[config.mk]
export PLATFORM = sky130hd
export DESIGN_NAME = parity_gen
export DESIGN_NICKNAME = d
export VERILOG_FILES = /design/src/rtl/parity_pkg.sv /design/src/rtl/parity_encode.sv /design/src/rtl/parity_gen.sv
export SDC_FILE = /design/constraint.sdc
export NUM_CORES = 1
export LEC_CHECK = 0
export BUFFER_PORTS_ARGS = -buffer_cell sky130_fd_sc_hd__buf_2
export CORE_ASPECT_RATIO = 2
export CORE_MARGIN = 2
export CORE_UTILIZATION = 40
export CTS_CLUSTER_SIZE = 25
export DETAILED_ROUTE_END_ITERATION = 16
export PLACE_DENSITY = 0.67
export SLEW_MARGIN = 5
export SYNTH_ARGS = -nofsm -noshare
export SYNTH_HDL_FRONTEND = slang
export SYNTH_SLANG_ARGS = --single-unit
export TNS_END_PERCENT = 100
[constraint.sdc]
create_clock -name clk -period 3.7 [get_ports clk]
set_input_delay 0.74 -clock clk [delete_from_list [all_inputs] [get_ports clk]]
set_output_delay 0.74 -clock clk [all_outputs]
set_load 0.02 [all_outputs]
[src/rtl/parity_pkg.sv]
// Shared types and the parity helper used by the push-side generator and the pop-side checker.
package parity_pkg;

  typedef enum logic {ODD = 1'b0, EVEN = 1'b1} parity_e;
  typedef enum logic {MSB = 1'b0, LSB = 1'b1} pbit_pos_e;
  typedef enum logic [1:0] {EMPTY = 2'd0, ONE = 2'd1, TWO = 2'd2} skid_state_e;

  localparam int MAX_PAYLOAD_W = 64;

  // Zero-extending the payload up to MAX_PAYLOAD_W leaves its XOR reduction unchanged.
  function automatic logic parity_bit(input logic [MAX_PAYLOAD_W-1:0] payload,
                                      input logic parity);
    return (parity == EVEN) ? ^payload : ~^payload;
  endfunction

endpackage

[src/rtl/parity_encode.sv]
// Combinational payload-to-encoded-word mapping: appends one parity bit at the LSB or MSB.
module parity_encode
  import parity_pkg::*;
#(
  parameter logic PARITY     = 1'b1,
  parameter logic P_BIT      = 1'b1,
  parameter int   DATA_WIDTH = 17
) (
  input  logic [DATA_WIDTH-2:0] payload,
  output logic [DATA_WIDTH-1:0] encoded
);

  logic p;

  always_comb begin
    p = parity_bit(MAX_PAYLOAD_W'(payload), PARITY);
    if (P_BIT == LSB) encoded = {payload, p};
    else              encoded = {p, payload};
  end

endmodule

[src/rtl/parity_gen.sv]
// Push-side parity generator feeding a FIFO push port through a two-entry skid buffer.
// Optional feature: PARITY_ERR_INJECT_EN adds err_inject to corrupt parity of one accepted word.
module parity_gen
  import parity_pkg::*;
#(
  parameter logic PARITY     = 1'b1,
  parameter logic P_BIT      = 1'b1,
  parameter int   DATA_WIDTH = 17,
  parameter int   CNT_WIDTH  = 16
) (
  input  logic                  clk,
  input  logic                  rst,
  input  logic                  valid_in,
  output logic                  grant_out,
  input  logic [DATA_WIDTH-2:0] data_in,
  input  logic                  push_grant_in,
  output logic                  push_valid_out,
  output logic [DATA_WIDTH-1:0] data_out,
  output logic [CNT_WIDTH-1:0]  word_count
`ifdef PARITY_ERR_INJECT_EN
  ,
  input  logic                  err_inject
`endif
);

  localparam int P_IDX = (P_BIT == LSB) ? 0 : DATA_WIDTH - 1;

  skid_state_e           state, state_nxt;
  logic [DATA_WIDTH-1:0] encoded, enc_word;
  logic [DATA_WIDTH-1:0] main_q, skid_q;
  logic                  accept, push;
  logic                  load_main, load_skid, move_skid;

  parity_encode #(
    .PARITY    (PARITY),
    .P_BIT     (P_BIT),
    .DATA_WIDTH(DATA_WIDTH)
  ) u_encode (
    .payload(data_in),
    .encoded(encoded)
  );

`ifdef PARITY_ERR_INJECT_EN
  always_comb begin
    enc_word        = encoded;
    enc_word[P_IDX] = encoded[P_IDX] ^ err_inject;
  end
`else
  assign enc_word = encoded;
`endif

  assign accept = valid_in & grant_out;
  assign push   = push_valid_out & push_grant_in;

  always_ff @(posedge clk) begin
    if (rst) state <= EMPTY;
    else     state <= state_nxt;
  end

  always_comb begin
    state_nxt = state;
    case (state)
      EMPTY:   if (accept) state_nxt = ONE;
      ONE: begin
        if (accept && !push)      state_nxt = TWO;
        else if (push && !accept) state_nxt = EMPTY;
      end
      TWO:     if (push) state_nxt = ONE;
      default: state_nxt = EMPTY;
    endcase
  end

  // grant_out is a function of registered state and rst only, never of push_grant_in.
  always_comb begin
    grant_out      = (state != TWO) & ~rst;
    push_valid_out = (state != EMPTY);
    load_main      = accept & ((state == EMPTY) | ((state == ONE) & push));
    load_skid      = accept & (state == ONE) & ~push;
    move_skid      = (state == TWO) & push;
  end

  always_ff @(posedge clk) begin
    if (rst)            main_q <= '0;
    else if (load_main) main_q <= enc_word;
    else if (move_skid) main_q <= skid_q;
  end

  always_ff @(posedge clk) begin
    if (load_skid) skid_q <= enc_word;
  end

  always_ff @(posedge clk) begin
    if (rst)       word_count <= '0;
    else if (push) word_count <= word_count + 1'b1;
  end

  assign data_out = main_q;

endmodule

== Word-level counts from Yosys, hierarchy flattened ==
Cells that the tools add are included.
W data, S select, Z words.
Storage, ports and cells
  bits in registers: 52
  latch bits: 0
  RAM bits: 0
  memory bits (read-only): 0
  bits of input ports: 20
  output and inout port bits: 35
  memories kept: 0
Cells by class
  $add $sub $neg: 1
  multiply operators: 0
  divide/modulo/power cells: 0
  magnitude comparators: 0
  eq/ne operators: 6
  shift-type cells: 0
  mux-type cells: 7
  bitwise gates (word level): 11
  reductions and logical operators: 9
Operators by type and width (count)
  $reduce_xor A64 Y1: 1
  $mux W17: 2
  $add A16 B1 Y16 const B: 1
  $and A1 B1 Y1: 8
  $mux W2: 4
  $ne A2 B2 Y1 const B: 3
  $pmux W2 S3: 1
  $reduce_bool A2 Y1: 2
  $ne A3 B3 Y1 const B: 1
  $reduce_and A3 Y1: 1
  $eq A2 B1 Y1 const B: 1
  $eq A2 B2 Y1 const B: 1
  $logic_and A1 B1 Y1: 2
  $logic_not A1 Y1: 2
  $logic_not A2 Y1: 1
  $not A1 Y1: 2
  $or A1 B1 Y1: 1

== Longest topological paths before layout ==
  word-level depth: 8
  depth in mapped cells: 6

== Hierarchy ==
From an unflattened synthesis, not the netlist that was laid out.
Second synthesis, totals
  cells, all modules: 247
  area total of the unflattened synthesis: 2406.1 µm²
By module, submodules not included
  parity_gen: instances 1, cells each 215, area an instance 2147.1 µm², seq. area each 1211.2 µm²
  parity_encode: instances 1, cells each 32, area an instance 259.0 µm², seq. area each 0.0 µm²

== Worst setup path after synthesis ==
No wires, ideal clock.
  path type: input-to-reg
  start: in rst
  end: reg skid_q[0] (enable)
  setup time: 0.412 ns
  data arrival time: 2.390 ns
  required time: 3.287 ns
  path slack: 0.897 ns
  stages on the path: 3
  cells stage by stage: clkbuf_1 > clkbuf_1 > nor3_1
On the way
  longest elaborated chain between the ends: 5
RTL lines
  start, declared: RTL line parity_gen.sv:12  | input logic rst,
  $not A1 Y1: RTL line parity_gen.sv:75  | grant_out = (state != TWO) & ~rst;
  $and A1 B1 Y1: RTL line parity_gen.sv:75
  $and A1 B1 Y1: RTL line parity_gen.sv:52  | assign accept = valid_in & grant_out;
  $and A1 B1 Y1 (2 in series): RTL line parity_gen.sv:78  | load_skid = accept & (state == ONE) & ~push;
  via load_skid: RTL line parity_gen.sv:32  | logic load_main, load_skid, move_skid;
  end signal, assigned: RTL line parity_gen.sv:89  | if (load_skid) skid_q <= enc_word;
  end, declared: RTL line parity_gen.sv:30  | logic [DATA_WIDTH-1:0] main_q, skid_q;
The timed path passes the listed nets, and every way through them passes these cells.
A chain may end at the register's enable or synchronous reset.

== Worst setup path in the final report ==
  start: in rst
  end: out grant_out
On the way
  longest elaborated chain between the ends: 2
RTL lines
  $not A1 Y1: RTL line parity_gen.sv:75
  $and A1 B1 Y1: RTL line parity_gen.sv:75
  end, declared: RTL line parity_gen.sv:14  | output logic grant_out,
No other way between the ends.

==> metrics.md <==
| Metric | Value |
|---|---|
| Buffer and inverter count on the worst path | 2 |
| Area Growth Syn to Fin | 16.6% |
| Slowest cell on crit path | buf_2 |
| R2R depth | 6 |
| Synth top area share | 31.0% |
| Crit. End Element | output pin |
| Largest net degree at the start of global routing | 39 |
| Die width | 57.1 µm |
| Via Count | 1773 |
| Synth top area cells | dfxtp_1 31%, edfxtp_1 23%, nor2_1 5.8% |
| Layout cells sized above 1 | 26.6% |
| Status | finished, final reports clean |
| Crit-path max FO | 38 |
| Cell taking the most area after synthesis | dfxtp_1 |
| Mapped Nets | 244 |
| Setup bufs post-CTS | 0 |
| Post-route minimum period | 2.36 ns |
| Power share of the clock group | 28.8% |
| Critical path arrival | 1.62 ns |
| Gr usage total | 16.5% |
| Drt wl/cell | 14.5 µm |
| Int Pwr | 0.805 mW |
| Clock slew seen by the registers of the worst setup and hold paths | 0.09 ns |
| VDD IR-drop max | 0.322 mV |
| Post-route DRC violation count | 0 |
| CP top delay family | buffers and inverters |
| Final Max Tran Viols | 0 |
| Tot Pwr | 1.09 mW |
| Netlist cell types | 30 |
| Mapped cell area | 2260 µm² |
| Vias/cell | 5.31 |
| IO Pins | 55 |
| Post-Route WL | 4.83 mm |
| Hold Path Origin | data_out[6] |
| Worst-Margin Slew | 0.751 ns |
| Crit path kind | primary input to output pin |
| Crit path launch type | primary input |
| H-tree depth | 2 |
| Final GP Congestion | 0.721 |
| Final worst clock skew | 0.00668 ns |
| Sequential share of the synthesized area | 53.6% |
| Initial antenna violation count | 0 |
| Most frequent cells in the layout | 54 x buf_2, 35 x nor2_1, 35 x dfxtp_1 |
| Syn Area/Cell | 10.1 µm² |
| Die H | 110 µm |
| Critical Path Start | rst |
| Largest stage delay on the critical path | 0.58 ns |
| Die Area | 6300 µm² |
| Clock tree buffer depth | 2 |
| Num CTS Buffers | 5 |
| Leak | 1.06 nW |
| CTS tree | built |
| Fin crit share | 63.7% |
| Setup TNS | 0 ns |
| Hold Path End | data_out[6] |
| Initial core utilization | 41.7% |
| CP cell instances | buf_2 > nor2_1 > buf_2 |
| FF-to-FF setup slack | 1.99 ns |
| Critical R2R Launch | state[1] |
| Root buf cell | clkbuf_8 |
| Ant diodes | 0 |
| Fin worst setup slack | 1.34 ns |
| PwrDens | 415 nW/µm² |
| Final Setup Violations | 0 |
| Final ANT Viol Nets | 0 |
| # hold bufs at CTS | 0 |
| Critical Path Most Common Cell | buf_2 |
| Hold Crit Depth | 2 |
| Pre-CTS setup slack | 1.25 ns |
| Drt first pass iters | 4 |
| Grt total ovfl | 0 |
| Core outline area | 5420 µm² |
| RSZ-0062 raised after global routing | no |
| CP Data Required Time | 2.96 ns |
| First-pass GRT wire length | 8.11 mm |
| Terminus of the critical flop-to-flop path | data_out[0] |
| Vias in the first global route | 1667 |
| Max-cap viol count | 0 |
| Buffers added on ports | 54 |
| Nets | 294 |
| Commonest non-fill, non-tap cell in the layout | buf_2 |
| Hpwl dp | 3.25 mm |
| DR iter-0 viols | 88 |
| Worst slew margin | 49.9% |
| Switch Pwr | 0.287 mW |
| Min-delay worst type | flop to flop |
| Switching Fraction | 26.3% |
| Final Hold Viols | 0 |
| Synthesis Warnings | 0 |
| Clk_lat worst skew | 0.30 ns |
| Clock sink total | 52 |
| PostCTS Resize Cnt | 0 |
| Row count | 38 |
| FMAX | 424 MHz |
| Reg power frac | 57.1% |
| Flops & latches, synth | 52 |
| Gate power share | 14.1% |
| Post-Syn Instances | 223 |
==> power groups by stage <==
stage,Combinational (mW),Clock (mW),Sequential (mW)
2_1_floorplan,0.0878,0,0.655
3_3_place_gp,0.152,0,0.638
3_5_place_dp,0.155,0,0.637
4_1_cts,0.155,0.330,0.625
5_1_grt,0.169,0.350,0.627
6_report,0.154,0.315,0.624
==> worst max-delay path by stage <==
stage	endpoint	slack [ns]	depth (start not counted)
after CTS	grant_out	1.33	3
final	grant_out	1.34	3
after global placement	grant_out	1.29	3
after floorplan	skid_q[0]	0.90	3
after global routing	grant_out	1.25	3
after detailed placement	data_out[3]	1.25	5
==> metal layers <==
metal,vias to the layer above,routed length (µm),GRT usage (%)
li1,881,-,-
met1,834,2090,20.7
met2,54,2450,27.9
met3,4,240,3.27
met4,0,54,5.48
met5,-,0,0
==> final cells by class <==
class | count | area [µm²]
clock buffers | 5 | 68.8
clock inverters | 3 | 17.5
fillers | 540 | 2790
multi-input cells | 158 | 976
flip-flops and latches | 52 | 1210
well taps | 60 | 75.1
repair buffers | 56 | 285
==> cells by family (layout without fill, tap and decap cells) <==
family	count (synthesis)	after routing	share of synthesized area, %
xor gates and xnor gates	30	30	11.6
DFF	52	52	53.6
buffers and inverters	13	64	3.43
muxes	1	1	0.443
AOI/OAI and AO/OA	24	24	9.25
adders and majority gates	1	1	0.554
and+or+nand+nor	102	102	21.1
==> synthesized netlist by cell type (all sizes together) <==
cell type and n:
and3 2, nor2 37, xnor2 15, nor3 2, a311oi 16, edfxtp 17, o21a 1, nand2b 2
dfxtp 35, o22a 1, nand3 23, and2 3, o21ai 1, mux2i 1, nand2 23, and4 2
nand4 5, buf 9, ha 1, or2 1, a21oi 5, xor2 15, clkbuf 4, nor2b 2
==> stage by stage <==
stage          utilization (%)  cells  hold WS (ns)  area, µm²
2_1_floorplan                -    223         0.540       2260
3_3_place_gp              47.0    326         0.469       2550
3_5_place_dp              47.0    326         0.466       2550
4_1_cts                   48.6    334         0.489       2630
5_1_grt                   48.6    334         0.513       2630
6_report                  48.6    334         0.489       2630
==> worst reg2reg max path: cells and delay by family, from the launching register on <==
| family | cells | cell delay, ns |
|---|---|---|
| buffers and inverters | 1 | 0.29 |
| muxes | 1 | 0.20 |
| AOI/OAI and AO/OA | 2 | 0.22 |
| and+or+nand+nor | 2 | 0.44 |
| DFF | 1 | 0.46 |
==> registers in the layout, summed over array words and instances (netlist names) <==
signal,count
state,2
word_count,16
data_out,17
skid_q,17
(Power assumes the default switching activity.)
